**src/rtl/orion_types.sv**
```systemverilog
// Shared core types: datapath widths and the write-back entry payload.
package orion_types;

  localparam int unsigned XLEN        = 32;
  localparam int unsigned RF_IDX_BITS = 5;
  localparam int unsigned NUM_REGS    = 32;

  // One register-file write: destination index plus value.
  typedef struct packed {
    logic [RF_IDX_BITS-1:0] rd;
    logic [XLEN-1:0]        v;
  } wb_entry_t;

endpackage : orion_types

```
**src/rtl/wb_fifo.sv**
```systemverilog
// Single-clock FIFO for long-latency write-back results.
module wb_fifo #(
  parameter int unsigned DEPTH   = 2,
  parameter type         entry_t = logic
) (
  input  logic   clk,
  input  logic   rst,
  input  logic   push,
  input  logic   pop,
  input  entry_t wdata,
  output entry_t rdata,
  output logic   full,
  output logic   empty
);

  localparam int unsigned AW = (DEPTH > 1) ? $clog2(DEPTH) : 1;
  localparam int unsigned CW = AW + 1;

  entry_t         mem [DEPTH];
  logic [AW-1:0]  wr_ptr;
  logic [AW-1:0]  rd_ptr;
  logic [CW-1:0]  count;

  // Storage needs no reset: occupancy alone decides what is valid.
  always_ff @(posedge clk) begin
    if (push) begin
      mem[wr_ptr] <= wdata;
    end
  end

  // Pointers wrap naturally because DEPTH is a power of two.
  always_ff @(posedge clk) begin
    if (rst) begin
      wr_ptr <= '0;
      rd_ptr <= '0;
      count  <= '0;
    end else begin
      if (push) begin
        wr_ptr <= wr_ptr + AW'(1);
      end
      if (pop) begin
        rd_ptr <= rd_ptr + AW'(1);
      end
      if (push && !pop) begin
        count <= count + CW'(1);
      end else if (pop && !push) begin
        count <= count - CW'(1);
      end
    end
  end

  assign rdata = mem[rd_ptr];
  assign full  = (count == CW'(DEPTH));
  assign empty = (count == '0);

endmodule : wb_fifo

```
**src/rtl/rf_writeback.sv**
```systemverilog
// Register-file write port arbiter (ALU over buffered LSU/MUL results)
// with a per-register pending scoreboard for decode operand stalls.
module rf_writeback
  import orion_types::*;
#(
  parameter int unsigned FIFO_DEPTH = 2
) (
  input  logic                   clk_i,
  input  logic                   rst_i,
  input  logic                   iss_valid_i,
  input  logic [RF_IDX_BITS-1:0] iss_rd_i,
  input  logic                   alu_valid_i,
  input  logic [RF_IDX_BITS-1:0] alu_rd_i,
  input  logic [XLEN-1:0]        alu_v_i,
  input  logic                   lsu_valid_i,
  output logic                   lsu_ready_o,
  input  logic [RF_IDX_BITS-1:0] lsu_rd_i,
  input  logic [XLEN-1:0]        lsu_v_i,
  output logic                   rf_we_o,
  output logic [RF_IDX_BITS-1:0] rf_rd_s_o,
  output logic [XLEN-1:0]        rf_rd_v_o,
  input  logic [RF_IDX_BITS-1:0] rs1_s_i,
  input  logic [RF_IDX_BITS-1:0] rs2_s_i,
  output logic                   rs1_busy_o,
  output logic                   rs2_busy_o
);

  wb_entry_t           lsu_entry;
  wb_entry_t           alu_entry;
  wb_entry_t           head;
  wb_entry_t           out_q;
  wb_entry_t           out_d;
  logic                we_q;
  logic                we_d;
  logic                from_lsu_q;
  logic                from_lsu_d;
  logic                fifo_full;
  logic                fifo_empty;
  logic                push;
  logic                pop;
  logic                alu_take;
  logic [NUM_REGS-1:0] pending_q;
  logic [NUM_REGS-1:0] pending_d;

  assign lsu_entry = '{rd: lsu_rd_i, v: lsu_v_i};
  assign alu_entry = '{rd: alu_rd_i, v: alu_v_i};

  assign lsu_ready_o = !fifo_full && !rst_i;
  assign push        = lsu_valid_i && lsu_ready_o;

  wb_fifo #(
    .DEPTH   (FIFO_DEPTH),
    .entry_t (wb_entry_t)
  ) u_fifo (
    .clk   (clk_i),
    .rst   (rst_i),
    .push  (push),
    .pop   (pop),
    .wdata (lsu_entry),
    .rdata (head),
    .full  (fifo_full),
    .empty (fifo_empty)
  );

  // ALU wins the port; x0 ALU results are dropped and leave the slot to the FIFO.
  always_comb begin
    we_d       = 1'b0;
    from_lsu_d = 1'b0;
    out_d      = out_q;
    alu_take   = alu_valid_i && (alu_rd_i != '0);
    pop        = !alu_take && !fifo_empty;
    if (alu_take) begin
      we_d  = 1'b1;
      out_d = alu_entry;
    end else if (pop && (head.rd != '0)) begin
      we_d       = 1'b1;
      from_lsu_d = 1'b1;
      out_d      = head;
    end
  end

  always_ff @(posedge clk_i) begin
    if (rst_i) begin
      we_q       <= 1'b0;
      from_lsu_q <= 1'b0;
      out_q      <= '0;
    end else begin
      we_q       <= we_d;
      from_lsu_q <= from_lsu_d;
      out_q      <= out_d;
    end
  end

  assign rf_we_o   = we_q;
  assign rf_rd_s_o = out_q.rd;
  assign rf_rd_v_o = out_q.v;

  // Clear on the edge the register file captures the value; a same-index issue wins.
  always_comb begin
    pending_d = pending_q;
    if (we_q && from_lsu_q) begin
      pending_d[out_q.rd] = 1'b0;
    end
    if (iss_valid_i && (iss_rd_i != '0)) begin
      pending_d[iss_rd_i] = 1'b1;
    end
  end

  always_ff @(posedge clk_i) begin
    if (rst_i) begin
      pending_q <= '0;
    end else begin
      pending_q <= pending_d;
    end
  end

  assign rs1_busy_o = (rs1_s_i != '0) && pending_q[rs1_s_i];
  assign rs2_busy_o = (rs2_s_i != '0) && pending_q[rs2_s_i];

endmodule : rf_writeback
```
**config.mk**
```make
export PLATFORM = sky130hd
export DESIGN_NAME = rf_writeback
export DESIGN_NICKNAME = d
export VERILOG_FILES = /design/src/rtl/orion_types.sv /design/src/rtl/wb_fifo.sv /design/src/rtl/rf_writeback.sv
export SDC_FILE = /design/constraint.sdc
export NUM_CORES = 1
export LEC_CHECK = 0
export CAP_MARGIN = 20
export CORE_ASPECT_RATIO = 0.6
export CORE_MARGIN = 4
export CORE_UTILIZATION = 45
export CTS_CLUSTER_SIZE = 8
export DETAILED_ROUTE_END_ITERATION = 16
export PLACE_DENSITY_LB_ADDON = 0.1
export SLEW_MARGIN = 40
export SYNTH_ARGS = -nofsm -noshare
export SYNTH_HDL_FRONTEND = slang
export SYNTH_HIERARCHICAL = 1
export SYNTH_SLANG_ARGS = --single-unit
```
**constraint.sdc**
```tcl
create_clock -name clk_i -period 5.6 [get_ports clk_i]
set_clock_uncertainty 0.2 [all_clocks]
set_input_delay 1.12 -clock clk_i [delete_from_list [all_inputs] [get_ports clk_i]]
set_output_delay 1.12 -clock clk_i [all_outputs]
set_load 0.02 [all_outputs]
```
=== Word level (Yosys, flattened, before mapping) ===
Memory sizes are Yosys's and may differ from the RTL's. A register that Yosys moved wholly into a read port is not among the register bits.
Cells that the tools add are included.

* $add $sub $neg: 4
* Multipliers: 0
* Divide/modulo/power cells: 0
* Order comparisons: 6
* Eq/ne operators: 1
* Shift-type cells: 0
* Multiplexer cells: 20
* Bitwise gates (word level): 3
* Reduce and logical (&&, ||, !) cells: 28

{| class="wikitable"
|+ Operator list
! kind !! count
|-
| two-way mux 37 bit || 2
|-
| two-way mux 32 bit || 2
|-
| bitwise AND 32 bit || 1
|-
| NOT 32 bit || 1
|-
| bitwise OR 32 bit || 1
|-
| nonzero test 5 bit || 5
|-
| less-than comparator 5 x 6 -> 1 bit, second input constant || 4
|-
| logical AND 1 bit || 13
|-
| binary-select mux 1 bit (select 5 bit) || 2
|-
| demux 1 bit (select 5 bit) || 2
|-
| greater-or-equal comparator 5 x 1 -> 1 bit, second input constant || 2
|-
| two-way mux 1 bit || 10
|-
| zero test 1 bit || 6
|-
| two-way mux 2 bit || 2
|-
| nonzero test 2 bit || 2
|-
| adder 1 bit, second input constant || 2
|-
| adder 2 x 1 -> 2 bit, second input constant || 1
|-
| == test 2 bit, second input constant || 1
|-
| zero test 2 bit || 1
|-
| OR reduction 2 bit || 1
|-
| subtractor 2 x 1 -> 2 bit, second input constant || 1
|}

* Register bits: 75
* Bits in latches: 0
* Bits in writable memories: 74
* ROM bits: 0
* Bits of input ports: 94
* Output and inout bits: 41
* Logic and storage cells: 71
* Memories kept: 1

{| class="wikitable"
|+ Memory list
! memory !! depth !! bits a word !! read ports !! clocked after Yosys merged registers in !! write ports !! RTL line !! source
|-
| u_fifo.mem || 2 || 37 || 1 || 1 || 1 || wb_fifo.sv:19 || <nowiki>entry_t mem [DEPTH];</nowiki>
|}

=== Longest topological paths before layout ===
* Word-level depth: 9
* Mapped depth: 9
* Gate-level depth less buffers: 8

=== Modules after synthesis ===
Netlist, hierarchy kept.

{| class="wikitable"
|+ By module, submodules not included
! module !! times used !! cells an instance !! area an instance (um^2) !! seq. area each (um^2)
|-
| rf_writeback || 1 || 452 || 3575.9 || 1401.3
|-
| wb_fifo || 1 || 137 || 2885.3 || 2322.2
|}

=== Least setup slack after synthesis ===
No wires, ideal clock.

* Kind: in2reg
* Start point: input rst_i
* End point: memory u_fifo/mem[0][0] in the netlist's numbering (enable)
* Library setup time: 0.436 ns
* Arrival time: 3.563 ns
* Data required time: 4.964 ns
* Path slack: 1.402 ns
* Stages: 4
* Buffers on the path: 1
* Cell sequence: clkbuf_1 nor2_1 and2_1 nor2b_1

* Cells in the longest elaborated chain, start to end: 5

{| class="wikitable"
|+ RTL lines
! what !! RTL line !! source
|-
| start, declared || rf_writeback.sv:9 || <nowiki>input logic rst_i,</nowiki>
|-
| zero test 1 bit || rf_writeback.sv:48 || <nowiki>assign lsu_ready_o = !fifo_full && !rst_i;</nowiki>
|-
| logical AND 1 bit || rf_writeback.sv:48 ||
|-
| named net lsu_ready_o || rf_writeback.sv:16 || <nowiki>output logic lsu_ready_o,</nowiki>
|-
| logical AND 1 bit || rf_writeback.sv:49 || <nowiki>assign push = lsu_valid_i && lsu_ready_o;</nowiki>
|-
| named net push || rf_writeback.sv:39 || <nowiki>logic push;</nowiki>
|-
| two-way mux 1 bit || wb_fifo.sv:26 || <nowiki>if (push) begin</nowiki>
|-
| two-way mux 1 bit (not written as such) || wb_fifo.sv:27 || <nowiki>mem[wr_ptr] <= wdata;</nowiki>
|-
| end, declared || wb_fifo.sv:19 ||
|}

The timed path passes the listed nets, and every way through them passes these cells.

=== Worst setup path after layout ===
* Start point: input rs1_s_i[1]
* End point: output rs1_busy_o

* Cells in the longest elaborated chain, start to end: 3
* Elaborated cells between the ends (all ways): 4
* Those cells by class: mux: 2; reduce/logical: 2

{| class="wikitable"
|+ RTL lines
! what !! RTL line !! source
|-
| start, declared || rf_writeback.sv:22 || <nowiki>input logic [RF_IDX_BITS-1:0] rs1_s_i,</nowiki>
|-
| binary-select mux 1 bit (select 5 bit) || rf_writeback.sv:117 || <nowiki>assign rs1_busy_o = (rs1_s_i != '0) && pending_q[rs1_s_i];</nowiki>
|-
| two-way mux 1 bit (not written as such) || rf_writeback.sv:117 ||
|-
| logical AND 1 bit * || rf_writeback.sv:117 ||
|-
| end, declared || rf_writeback.sv:24 || <nowiki>output logic rs1_busy_o,</nowiki>
|}

Mark *: on every way between the ends. The rest lies on a longest branch, timed or not. The select of a mux whose other input is x is not followed.

==> summary.md <==
| Metric | Value |
|---|---|
| Detailed-route DRC error count | `0` |
| Seq/Total Area, Yosys | `0.576` |
| CTS tree | `built` |
| Register area | `0.00373 sq mm` |
| Crit-path max FO | `12` |
| Routed WL | `17800 um` |
| Final setup fails | `0` |
| Tcrit/Tclk final | `0.895` |
| Port Buffers | `134` |
| Post-CTS Hold Buffers | `0` |
| Die Width | `around 160 um` |
| Clk slew on worst S/H paths | `0.06 ns` |
| Fmax | `199 MHz` |
| Drt first pass iters | `5` |
| Asr flop ratio synth | `0` |
| Ports | `roughly 140` |
| Number of global-route vias before repair | `5005` |
| Leakage | `2.93 nW` |
| Area of the multi-input gates | `0.00254 sq mm` |
| Most frequent cell after synthesis | `nand2_1` |
| Unique masters post-synth | `50` |
| Hold Crit Class | `reg -> reg` |
| Cells along the critical path | `clkdlybuf4s50_1 > mux4_2 > nor2_1 > or4b_2 > nand4_1 > clkdlybuf4s50_1` |
| Clk Latency, worst-skew pair | `0.41 ns` |
| Post-CTS Setup Bufs | `0` |
| Vias per cell | `5.63` |
| PD cells | `396 mW/mm^2` |
| Routed WL per cell | `between 15 and 20 um` |
| Cts bufs inserted | `17` |
| Synth top area share | `0.344` |
| Area grow syn2layout | `32.4%` |
| Vias | `a little over 5000` |
| Die H | `a little over 100 um` |
| Top cell by count, worst path | `clkdlybuf4s50_1` |
| Max-slew headroom | `0.463` |
| Peak supply drop | `0.000274 V` |
| Number of enable flip-flop cells after synthesis | `74` |
| Most frequent cells after synthesis | `nand2_1, dfxtp_1, edfxtp_1` |
| Syn avg cell area | `11.0 sq um` |
| Post-cts gate resize count | `0` |
| Status | `completed` |
| Syn_nets | `684` |
| Final min period | `5.01 ns` |
| Antenna violation net count after detailed routing | `0` |
| Grt total ovfl | `0` |
| Cell Area, Synth | `0.00646 sq mm` |
| Initial antenna violation count | `2` |
| Nets@finish | `805` |
| CP Capture Type | `output pin` |
| Initial core utilization | `0.467` |
| Hold slack | `0.281 ns` |
| Final Hold Vio Count | `0` |
| Area leader, netlist | `edfxtp_1` |
| Crit-path slowest cell | `clkdlybuf4s50_1` |
| Fill count | `between 1000 and 1500` |
| FF+latch count, synth | `149` |
| Top post-synthesis cells by area | `edfxtp_1, dfxtp_1, mux2_2, nand2_1, a311oi_1` |
| Starting DRT DRC Count | `roughly 540` |
| Final Cell Area | `~0.0086 sq mm` |
| Clock sinks | `149` |
| Required time of the critical path | `between 4 and 5 ns` |
| DP Area | `around 0.0080 sq mm` |
| Root Driver | `clkbuf_16` |
| Slew Viols, Final | `0` |
| Worst EP arrival | `between 3 and 4 ns` |
| Delay of the slowest cell on the worst path | `just over 0.8 ns` |
| Post-synth top flop | `dfxtp_1` |
| CP startpoint kind | `input port` |
| Total GRT Usage | `0.221` |
| Worst Setup Path Type | `in -> out` |
| RSZ-0062 raised after global routing | `false` |
| Core area | `0.0138 sq mm` |
| Max Buffers Root-to-Sink | `2` |
| Largest net degree at the start of global routing | `76` |
| Synthesized instance count | `roughly 590` |
| Worst Max-Slew Pin Slew | `0.806 ns` |
| HPWL Detailed | `roughly 13000 um` |
| Layout cells sized above 1 | `0.137` |
| Placer Congestion | `0.989` |
| DIE AREA | `0.0164 sq mm` |
| Max-Cap Viols | `0` |
| Total power | `0.00339 W` |
| Setup TNS | `0 ns` |
| Synth Warn # | `6` |
| Global-route wire length before repair | `27800 um` |
| Row count | `33` |
| H-tree levels | `4` |
[state kept, by name, indices dropped and copies added, names as in the netlist, named ones only]
register / flops
rf_we_o: 1
rf_rd_v_o: 32
from_lsu_q: 1
rf_rd_s_o: 5
u_fifo/rd_ptr: 1
u_fifo/mem: 74
u_fifo/count: 2
pending_q: 31
u_fifo/wr_ptr: 1
[cell families after synthesis]
kind of cell	share of synthesized area
simple gates	0.142
mux	0.114
xor+xnor	0.00542
fa+ha+maj	0.00194
flops	0.576
buf+inv	0.0337
compound gates	0.126
[through the flow]
stage,instances,util,setup WS [ns]
after floorplan,589,-,1.40
after global placement,879,0.570,0.628
after detailed placement,883,0.576,0.608
after CTS,915,0.618,0.598
after global routing,916,0.619,0.515
final,916,0.619,0.586
[where the power goes]
part,leakage [nW],total [W],internal (W),switching [W]
Clock,0.288,0.00112,0.000633,0.000488
Combinational,1.35,0.000887,0.000414,0.000474
Sequential,1.29,0.00138,0.00127,0.000111
[final cells by class]
type | instances | share of cell area
Inverter | 5 | 0.00219
Tap cell | 192 | 0.0281
Clock buffer | 17 | 0.0497
Sequential cell | 149 | 0.436
Multi-Input combinational cell | 396 | 0.297
Antenna cell | 1 | 0.000292
Clock inverter | 15 | 0.0181
Timing Repair Buffer | 141 | 0.169
[layout by cell type (no fill, tap or decap), types with 6 or more instances in the layout]
cell             count
clkdlybuf4s50_1    133
nand2_1            111
dfxtp_1             74
edfxtp_1            74
nor2_1              45
mux2_2              41
a311oi_1            34
a21oi_1             34
o21ai_0             33
clkbuf_16           17
mux2i_1             12
inv_6                9
mux4_2               7
a211oi_1             7
nor3_1               7
nand3_1              6
[path summary, 6_finish.rpt]
check,start,end,slack (ns),depth (start not counted)
worst min register to register,rf_rd_v_o[31],rf_rd_v_o[31],0.28,2
worst min-delay path,rf_rd_v_o[31],rf_rd_v_o[31],0.28,2
worst max-delay path,rs1_s_i[1],rs1_busy_o,0.59,6
worst max register to register,register,rf_rd_v_o[9],2.30,6
[layer usage]
metal / up-vias / GRT usage / wire, um
li1: 2408 / - / -
met1: 2487 / 0.348 / 8830
met2: 235 / 0.294 / 6970
met3: 22 / 0.0670 / 1790
met4: 2 / 0.0561 / 180
met5: - / 0 / 13
[critical path: cells and delay by family]
family,cells,cell delay (ns)
muxes,1,0.31
and+or+nand+nor,3,0.81
buffers and inverters,2,1.45
(Power assumes the default switching activity.)
